`config.mk`:
```
export PLATFORM = sky130hd
export DESIGN_NAME = freq_meter_flat
export DESIGN_NICKNAME = d
export VERILOG_FILES = /design/src/rtl/freq_meter_if.sv /design/src/rtl/freq_meter.sv /design/src/flat_wrapper.sv
export SDC_FILE = /design/constraint.sdc
export NUM_CORES = 1
export LEC_CHECK = 0
export CAP_MARGIN = 0
export CORE_MARGIN = 5
export CORE_UTILIZATION = 45
export CTS_BUF_LIST = sky130_fd_sc_hd__clkbuf_16
export CTS_CLUSTER_DIAMETER = 150
export CTS_CLUSTER_SIZE = 28
export DETAILED_ROUTE_END_ITERATION = 16
export PLACE_DENSITY = 0.78
export SLEW_MARGIN = 10
export SYNTH_ARGS = -nofsm -noshare
export SYNTH_HDL_FRONTEND = slang
export SYNTH_SLANG_ARGS = --single-unit
```
`constraint.sdc`:
```
create_clock -name in_clk -period 1.7 [get_ports in_clk]
set_clock_uncertainty 0.1 [all_clocks]
set_input_delay 0.34 -clock in_clk [delete_from_list [all_inputs] [get_ports in_clk]]
set_output_delay 0.34 -clock in_clk [all_outputs]
set_load 0.02 [all_outputs]
```
`src/rtl/freq_meter_if.sv`:
```
// freq_meter_if: measurement-side bundle of the gated frequency meter.
//   sig_in      signal under measurement (asynchronous to the master clock)
//   enable      level-sensitive measurement enable
//   count_out   rising edges counted in the last completed window
//   count_valid one-cycle strobe when count_out updates
//   busy        meter is arming or gating
//   count_ovf   saturation flag of the last window (only with FREQ_METER_OVF_EN)
// master = stimulus/consumer side, slave = the meter.
interface freq_meter_if #(
    parameter int CNT_W = 16
) ();
    logic             sig_in;
    logic             enable;
    logic [CNT_W-1:0] count_out;
    logic             count_valid;
    logic             busy;
`ifdef FREQ_METER_OVF_EN
    logic             count_ovf;
    modport master (output sig_in, enable, input count_out, count_valid, busy, count_ovf);
    modport slave  (input sig_in, enable, output count_out, count_valid, busy, count_ovf);
`else
    modport master (output sig_in, enable, input count_out, count_valid, busy);
    modport slave  (input sig_in, enable, output count_out, count_valid, busy);
`endif
endinterface

```
`src/rtl/freq_meter.sv`:
```
// freq_meter: gated frequency meter counting rising edges of sig_in over
// GATE_CYCLES master-clock cycles and reporting the total with a strobe.
//   in_clk  master clock (the only clock)
//   in_rst  synchronous active-high reset
//   m       freq_meter_if.slave: sig_in, enable in; count_out, count_valid,
//           busy (and count_ovf) out
// Optional feature macro FREQ_METER_OVF_EN: saturating counter plus count_ovf;
// without it the counter wraps and count_ovf is absent.
module freq_meter #(
    parameter int GATE_CYCLES = 1000,
    parameter int CNT_W       = 16
) (
    input  logic          in_clk,
    input  logic          in_rst,
    freq_meter_if.slave   m
);
    localparam int               TW     = $clog2(GATE_CYCLES);
    localparam logic [TW-1:0]    T_LAST = TW'(GATE_CYCLES - 1);
    localparam logic [CNT_W-1:0] C_MAX  = '1;

    typedef enum logic [1:0] {IDLE, ARM, GATE} state_t;

    state_t           state_q, state_d;
    logic             s1_q, s1_d, s2_q, s2_d, s3_q, s3_d;
    logic [TW-1:0]    timer_q, timer_d;
    logic [CNT_W-1:0] cnt_q, cnt_d, total;
    logic [CNT_W-1:0] count_out_q, count_out_d;
    logic             count_valid_q, count_valid_d;
    logic             edge_det, done, busy;

    always_ff @(posedge in_clk) begin
        if (in_rst) state_q <= IDLE;
        else        state_q <= state_d;
    end

    // ARM is never aborted; only GATE reacts to enable dropping.
    always_comb begin
        state_d = state_q;
        unique case (state_q)
            IDLE:    state_d = m.enable ? ARM : IDLE;
            ARM:     state_d = GATE;
            GATE:    state_d = !m.enable ? IDLE : (timer_q == T_LAST) ? ARM : GATE;
            default: state_d = IDLE;
        endcase
    end

    always_comb begin
        busy = state_q != IDLE;
    end

    always_comb begin
        s1_d     = m.sig_in;
        s2_d     = s1_q;
        s3_d     = s2_q;
        edge_det = s2_q & ~s3_q;
        done     = state_q == GATE && m.enable && timer_q == T_LAST;
`ifdef FREQ_METER_OVF_EN
        total    = (edge_det && cnt_q != C_MAX) ? cnt_q + CNT_W'(1) : cnt_q;
`else
        total    = cnt_q + CNT_W'(edge_det);
`endif
        timer_d       = state_q == ARM ? '0 : state_q == GATE ? timer_q + TW'(1) : timer_q;
        cnt_d         = state_q == ARM ? '0 : state_q == GATE ? total : cnt_q;
        // total already includes the final cycle's edge
        count_out_d   = done ? total : count_out_q;
        count_valid_d = done;
    end

`ifdef FREQ_METER_OVF_EN
    logic ovf_acc_q, ovf_acc_d, count_ovf_q, count_ovf_d;

    always_comb begin
        ovf_acc_d   = state_q == ARM ? 1'b0 :
                      state_q == GATE ? ovf_acc_q | (edge_det && cnt_q == C_MAX) : ovf_acc_q;
        count_ovf_d = done ? ovf_acc_d : count_ovf_q;
    end

    always_ff @(posedge in_clk) begin
        if (in_rst) begin
            ovf_acc_q   <= 1'b0;
            count_ovf_q <= 1'b0;
        end else begin
            ovf_acc_q   <= ovf_acc_d;
            count_ovf_q <= count_ovf_d;
        end
    end

    assign m.count_ovf = count_ovf_q;
`endif

    always_ff @(posedge in_clk) begin
        if (in_rst) begin
            s1_q          <= 1'b0;
            s2_q          <= 1'b0;
            s3_q          <= 1'b0;
            timer_q       <= '0;
            cnt_q         <= '0;
            count_out_q   <= '0;
            count_valid_q <= 1'b0;
        end else begin
            s1_q          <= s1_d;
            s2_q          <= s2_d;
            s3_q          <= s3_d;
            timer_q       <= timer_d;
            cnt_q         <= cnt_d;
            count_out_q   <= count_out_d;
            count_valid_q <= count_valid_d;
        end
    end

    assign m.count_out   = count_out_q;
    assign m.count_valid = count_valid_q;
    assign m.busy        = busy;
endmodule
```
`src/flat_wrapper.sv`:
```
// flat-port wrapper written by rule: the top's interface ports become plain ports
module freq_meter_flat 
#(
    parameter int GATE_CYCLES = 1000,
    parameter int CNT_W       = 16
)
  (in_clk, in_rst, m_sig_in, m_enable, m_count_out, m_count_valid, m_busy);
  freq_meter_if #(.CNT_W(CNT_W)) m_i ();
  input  logic in_clk;
  input  logic in_rst;
  input wire logic [$bits(m_i.sig_in)-1:0] m_sig_in;
  input wire logic [$bits(m_i.enable)-1:0] m_enable;
  output wire logic [$bits(m_i.count_out)-1:0] m_count_out;
  output wire logic [$bits(m_i.count_valid)-1:0] m_count_valid;
  output wire logic [$bits(m_i.busy)-1:0] m_busy;
  assign m_i.sig_in = m_sig_in;
  assign m_i.enable = m_enable;
  assign m_count_out = m_i.count_out;
  assign m_count_valid = m_i.count_valid;
  assign m_busy = m_i.busy;
  freq_meter #(.GATE_CYCLES(GATE_CYCLES), .CNT_W(CNT_W)) u_core (.in_clk(in_clk), .in_rst(in_rst), .m(m_i));
endmodule
```
# --- Word level (Yosys, flattened, before mapping) ---
# Index checks and enable logic that the tools add are counted.
classes:
  reduce_logical: 5
  n_addsub: 2
  eq_ne: 3
  muxes: 4
  n_bitwise: 2
op_table:
  columns: ["op", "count"]
  rows:
  - ["16-bit by 1-bit adder with 16-bit output", 1]
  - ["10-bit by 1-bit adder with 10-bit output, second input constant", 1]
  - ["10-bit == test, second input constant", 1]
  - ["2-bit one-hot mux with 3 select lines", 1]
  - ["2-bit two-way mux", 2]
  - ["2-bit by 1-bit == test with 1-bit output, second input constant", 1]
  - ["2-bit == test, second input constant", 1]
  - ["1-bit logical AND", 2]
  - ["2-bit logical NOT", 1]
  - ["2-bit nonzero test", 1]
  - ["2-bit OR reduction", 1]
  - ["1-bit AND", 1]
  - ["1-bit two-way mux", 1]
  - ["1-bit NOT", 1]
word_totals:
  ff_bits: 48
  word_cells: 24
  output_inout_bits: 18

# --- Depth between registers and ports, before layout ---
# Gate-level depths: netlist of run 1.
logic_depth:
  depth_word: 4
  ltp_mapped: 7
  mapped_depth_nobuf: 7

# --- Worst setup path before layout of run 1 ---
# No wires, ideal clock.
synth_path:
  path_type: "register to register"
  from: "register u_core.s2_q"
  to: "register u_core.cnt_q[13]"
  path_slack_ps: -153
  period_less_slack_ps: 1853
  setup_time_ps: 70
  path_buffers: 0
  stages_incl_launch_ff: 7
  required_time_ps: 1530
  arrival_time_ps: 1682
  path_cell_list: "dfxtp_1 > nor2b_1 > ha_1 > nand4_1 > or4_4 > or3_1 > a21oi_1"
synth_via:
  elab_chain_cells: 2
synth_lines:
  columns: ["element", "line", "rtl"]
  rows:
  - ["from (decl)", "freq_meter.sv:24", "logic s1_q, s1_d, s2_q, s2_d, s3_q, s3_d;"]
  - ["from (signal assigned)", "freq_meter.sv:94", "s2_q <= 1'b0;"]
  - ["from (signal assigned)", "freq_meter.sv:102", "s2_q <= s2_d;"]
  - ["1-bit AND", "freq_meter.sv:55", "edge_det = s2_q & ~s3_q;"]
  - ["16-bit by 1-bit adder with 16-bit output", "freq_meter.sv:60", "total = cnt_q + CNT_W'(edge_det);"]
  - ["to (signal assigned)", "freq_meter.sv:105", "cnt_q <= cnt_d;"]
  - ["to (decl)", "freq_meter.sv:26", "logic [CNT_W-1:0] cnt_q, cnt_d, total;"]
# Every way passes these cells.
# A chain may end at the register's enable or synchronous reset.

# --- Worst setup path after layout of run 1 ---
layout_path:
  from: "register u_core.s2_q"
  to: "register u_core.count_out_q[10], in the netlist u_core.m.count_out[10]"
layout_via:
  elab_chain_cells: 2
layout_lines:
  columns: ["element", "line", "rtl"]
  rows:
  - ["1-bit AND", "freq_meter.sv:55", null]
  - ["16-bit by 1-bit adder with 16-bit output", "freq_meter.sv:60", null]
  - ["to (signal assigned)", "freq_meter.sv:106", "count_out_q <= count_out_d;"]
  - ["to (decl)", "freq_meter.sv:27", "logic [CNT_W-1:0] count_out_q, count_out_d;"]
# Every way passes these cells.

==> metrics.txt, run 1 <==
First-pass DRT Iterations=4; fin. max-slew vios=0; share of cells above drive strength 1=25.9%; Yosys Warn Count=0; CTS sink cnt=48; row count=25; worst skew pair latency=0.28 ns; max layer used=met4; register area share after synthesis=a little under half; failing checks=negative setup slack; crit-path leading delay family=simple AND/OR/NAND/NOR gates; Synthesized Nets=250; Cells after DPL=335; gpl congestion=0.802; Worst Setup SP=u_core.s2_q$_SDFF_PP0_; Power Dens Cells=703 nW/µm²; Tcrit/Tclk final=108%; DR iter-0 viols=85; DR DRC count=0; CP max FO=4; Antenna diodes=0; max cap viols=0; Hold WC Path Type=flip-flop to flip-flop; Util after Layout=between 60 and 70%; vias in the first global route=1876; Synth cell types=33; largest net degree at the start of global routing=23; Core ar.=4660 µm²; worst setup margin=-0.138 ns; r2r setup slk=-0.14 ns; met2 wire length=2700 µm; root buf cell=clkbuf_16; worst slack, placed=-0.255 ns; RSZ-0062 raised after global routing=true; Setup TNS=-0.746 ns; Detailed Route WL=5310 µm; R2R depth=7; Worst R2R End=u_core.m.count_out[10]$_SDFFE_PP0P_; post-synthesis register bit count=48; die width=just under 80 µm; IO Port Bufs=21; CP Buf/Inv Count=0; post-DR vias/cell=5.45; Syn Inst Count=243; Post-synth EDFFs=0; die area=6210 µm²; Final min period=roughly 1.8 ns; Mapped Area=2130 µm²; via count=1895; Avg Cell Area, Syn=8.77 µm²; final hold vios=0; met1 wire length=roughly 2300 µm; r2r startpoint=u_core.s2_q$_SDFF_PP0_; Arrival @ worst endpoint=approximately 1.9 ns; Slowest Stage Delay on Critical Path=0.33 ns; metal3 WL=189 µm; Final Non-Filler Cells=348; commonest non-fill, non-tap cell in the layout=dfxtp_1; worst-path cell chain=nor2b_4 -> ha_4 -> ha_2 -> nand3_4 -> nor3_4 -> xnor2_1 -> a211oi_1; Crit Path Class=flip-flop to flip-flop; wire per inst=15.3 µm; htree depth=2; Final HPWL DP=3220 µm; CTS clk-pin slew, worst paths=0.06 ns; commonest non-fill, non-tap cells in the layout=dfxtp_1, nor2_1, buf_4; measured slew at the worst slew-check pin=0.350 ns; Crit path depth=7; Rel. slew slack=76.4%; Post-synth top flop=dfxtp_1; status=finished with violations; GRT Util Overall=17.6%; CTS tree=yes; Final nets=301; Critical Path Source Type=flip-flop; CTS buffer count=5; worst endpoint required time=1.77 ns; ys async rst share=0%; Boundary Pins=22; hold_buf cts=0; Layout Area Growth over Synthesis=43.9%; total gr overflow=0; Setup crit end kind=flip-flop; Max IR drop VDD=0.000503 V; Setup violations, final=15; critical path endpoint=u_core.m.count_out[10]$_SDFFE_PP0P_; CP max stage cell=dfxtp_2; Initial Utilization=45.7%; Leakage Power=1.31 nW; antenna viol nets, final=0; initial antenna violation count=0; Die Height=78.8 µm; first-pass GRT wire length=8650 µm; Clock Path Buffers=2; Fmax=roughly 540 MHz
## cells by family after synthesis
group,synth area share [%]
AND/OR/NAND/NOR,26.2
XOR/XNOR,12.3
buffers and inverters,3.58
adder cells (fa/ha/maj),1.76
flip-flops,45.1
multiplexers,2.35
AO/OA/AOI/OAI,8.63
## repair_timing
action,4_1_cts,5_1_grt
pin swaps,6,6
setup endpoints to repair,23,33
gates resized for setup,21,33
buffers inserted,1,3
gates cloned,1,1
## where the power goes
part	total (mW)	internal (mW)	leakage (nW)	switching [mW]
clock	0.927	0.529	0.0709	0.398
combinational	0.0891	0.0396	0.847	0.0495
sequential	1.14	1.13	0.389	0.00622
## area by class of cell
class	instances	area, µm²
Multi-Input combinational cell	179	1330
Tap cell	54	67.6
Inverter	2	7.51
Fill cell	348	1600
Clock inverter	2	8.76
Timing Repair Buffer	58	566
Clock buffer	5	125
Sequential cell	48	965
## per-layer routing
layer  track usage, %  vias up
li1                 -      943
met1             20.4      903
met2             30.3       39
met3             4.20       10
met4             8.59        0
met5                0        -
## synth_stat cells, types with 3 or more instances
library cell,number,area (µm²)
dfxtp_1,48,961
nor2_1,40,150
xnor2_1,25,219
nand2_1,16,60.1
a211oi_1,12,90.1
a21oi_1,11,55.1
nor3_1,10,50.1
clkbuf_1,8,30.0
nand3_1,8,40.0
nor4_1,8,50.1
nor2b_1,6,37.5
o21ai_0,6,30.0
or3_1,6,37.5
mux2i_1,5,50.1
nand4_1,5,31.3
xor2_1,5,43.8
buf_2,3,15.0
ha_1,3,37.5
## sequential cells by signal (all words and copies together) (netlist names)
register,flops
u_core.cnt_q,16
u_core.m.count_out,16
u_core.m.count_valid,1
u_core.s1_q,1
u_core.s2_q,1
u_core.s3_q,1
u_core.state_q,2
u_core.timer_q,10
## worst min path at each step
stage,from,to,cells past startpoint,slack [ns]
floorplan,in_rst,u_core.s1_q$_SDFF_PP0_,1,0.31
global placement,u_core.s2_q$_SDFF_PP0_,u_core.s3_q$_SDFF_PP0_,1,0.33
detailed placement,u_core.s1_q$_SDFF_PP0_,u_core.s2_q$_SDFF_PP0_,1,0.35
CTS,u_core.s1_q$_SDFF_PP0_,u_core.s2_q$_SDFF_PP0_,1,0.36
global route,u_core.s1_q$_SDFF_PP0_,u_core.s2_q$_SDFF_PP0_,1,0.36
finish,u_core.s1_q$_SDFF_PP0_,u_core.s2_q$_SDFF_PP0_,1,0.36
## per-stage QoR
stage | total power, mW | hold WS, ns | area [µm²]
2_1_floorplan | 1.21 | 0.312 | 2150
3_3_place_gp | 1.25 | 0.334 | 2610
3_5_place_dp | 1.25 | 0.351 | 2610
4_1_cts | 2.16 | 0.362 | 2860
5_1_grt | 2.22 | 0.362 | 3070
6_report | 2.15 | 0.360 | 3070
Note: power is estimated with default switching activity, not from simulation.
==> run 2: changes to the inputs <==
- PLACE_DENSITY: 0.78 -> 0.76
- clock period: 1.7 -> 2.1 ns (I/O delays scaled with it)
==> run 2 against run 1 <==
  * The run now ends clean
  * Sequential power is 19% lower
  * Hold slack worse by 0.0064 ns
  * Flip-flop and latch count stayed put
  * Setup slack better by 0.19 ns
==> metrics.txt, run 2 (same netlist as run 1, synthesis figures left out) <==
Util after Layout=between 50 and 60%; post-DR vias/cell=5.40; Initial Utilization=between 40% and 50%; Tcrit/Tclk final=97.5%; hold_buf cts=0; final hold vios=0; largest net degree at the start of global routing=29; max cap viols=0; IO Port Bufs=21; Max IR drop VDD=0.000318 V; Seq pwr share=49.4%; Antenna diodes=0; post-CTS setup repair buffer count=0; clock group share of total power=47.5%; die area=6210 µm²; GRT Util Overall=between 10 and 15%; Hold Slack=0.354 ns; DR DRC count=0; cts repair resizes=0; wire per inst=12.7 µm; Critical Path Source Type=flip-flop; Crit Path Class=flip-flop to primary output; Hold WC Path Type=flip-flop to flip-flop; share of cells above drive strength 1=8.24%; CTS sink cnt=48; Sw Share=between 10% and 20%; Detailed Route WL=a little over 4000 µm; CP max stage cell=clkdlybuf4s50_1; initial antenna violation count=0; status=finished, final reports clean; die width=approximately 79 µm; Core ar.=about 4700 µm²; Setup violations, final=0; fin. max-slew vios=0; via count=about 1700; commonest non-fill, non-tap cells in the layout=dfxtp_1, nor2_1, xnor2_1; Layout Area Growth over Synthesis=21.7%; worst skew pair latency=a little under 0.3 ns; CTS clk-pin slew, worst paths=0.07 ns; First-pass DRT Iterations=4; Power Dens Cells=just over 700 nW/µm²; Boundary Pins=22; Final nets=273; vias in the first global route=1555; Die Height=around 79 µm; CP max FO=8; total gr overflow=0; Final min period=between 2 and 2.5 ns; Arrival @ worst endpoint=1.53 ns; root buf cell=clkbuf_16; CTS buffer count=5; worst-path cell chain=or2_2 -> clkdlybuf4s50_1; CTS tree=yes; gpl congestion=0.797; Slowest Stage Delay on Critical Path=~0.54 ns; Final HPWL DP=between 2000 and 3000 µm; P_sw=0.369 mW; Setup crit end kind=primary output; Cell Int Power=between 1 and 1.5 mW; # fillers=410; measured slew at the worst slew-check pin=slightly below 0.5 ns; Leakage Power=0.810 nW; commonest non-fill, non-tap cell in the layout=dfxtp_1; antenna viol nets, final=0; Rel. slew slack=67.9%; RSZ-0062 raised after global routing=true; row count=25; worst endpoint required time=1.58 ns; Fmax=slightly below 500 MHz; DR iter-0 viols=85; Clock Path Buffers=2; combinational power share=3.1%; first-pass GRT wire length=around 6800 µm; htree depth=2
[run 2: changes by cell type in the layout (fill, tap and decap cells not counted), moves of 3 or more]
cell,delta
buf_4,-24
clkdlybuf4s50_1,+11
dfxtp_1,+3
dfxtp_2,-3
dlymetal6s2s_1,-9
nor3_1,+5
nor3_4,-6
nor4_1,+6
nor4_4,-4
[run 2: critical path: cells and delay by family, from the launching register on]
| kind | cells | cell delay [ns] |
|---|---|---|
| simple gates | 1 | 0.32 |
| buf+inv | 1 | 0.54 |
| flops | 1 | 0.38 |
[run 2: area by class of cell]
class                      count  area (µm²)  area share, %
multi-input combinational    179        1100           42.4
tap                           54        67.6           2.61
clock inverter                 3        42.5           1.64
timing repair buffer          30         290           11.2
sequential                    48         961           37.1
clock buffer                   5         125           4.83
inverter                       2        7.51          0.290
[run 2: power by group through the flow]
stage | logic (mW) | clock network, mW | registers, mW
after floorplan | 0.0390 | 0 | 0.941
after global placement | 0.0577 | 0 | 0.942
after detailed placement | 0.0578 | 0 | 0.943
after CTS | 0.0583 | 0.909 | 0.922
after global routing | 0.0629 | 0.933 | 0.922
final | 0.0577 | 0.888 | 0.922
[run 2: final timing paths]
kind	slack (ns)	depth (start not counted)	startpoint	end
setup reg to reg	0.12	7	u_core.s2_q$_SDFF_PP0_	u_core.m.count_out[14]$_SDFFE_PP0P_
setup / recovery	0.05	2	u_core.state_q[0]$_SDFF_PP0_	m_busy
hold reg to reg	0.35	1	u_core.s1_q$_SDFF_PP0_	u_core.s2_q$_SDFF_PP0_
hold / removal	0.35	1	u_core.s1_q$_SDFF_PP0_	u_core.s2_q$_SDFF_PP0_
[run 2: layer usage]
layer | track usage (%) | part of all wire (%)
met1 | 15.9 | 45
met2 | 24.0 | 50
met3 | 2.38 | 2.8
met4 | 6.70 | 2.2
met5 | 0 | 0
[run 2: per-stage QoR]
| stage | power, mW | TNS, ns | setup WS [ns] | instances | cell area (µm²) |
|---|---|---|---|---|---|
| 3_3_place_gp | 1.00 | 0 | 0.144 | 313 | 2420 |
| 4_1_cts | 1.89 | 0 | 0.0569 | 321 | 2590 |
| 2_1_floorplan | 0.980 | 0 | 0.247 | 243 | 2130 |
| 3_5_place_dp | 1.00 | 0 | 0.105 | 313 | 2420 |
| 6_report | 1.87 | 0 | 0.0530 | 321 | 2590 |
| 5_1_grt | 1.92 | -0.116 | -0.0570 | 321 | 2590 |
==> run 3: changes to the inputs <==
- ABC_CLOCK_PERIOD_IN_PS: not set -> 2100
==> results of run 3 <==
Final layout, timing and power as in run 2 (identical DEF).
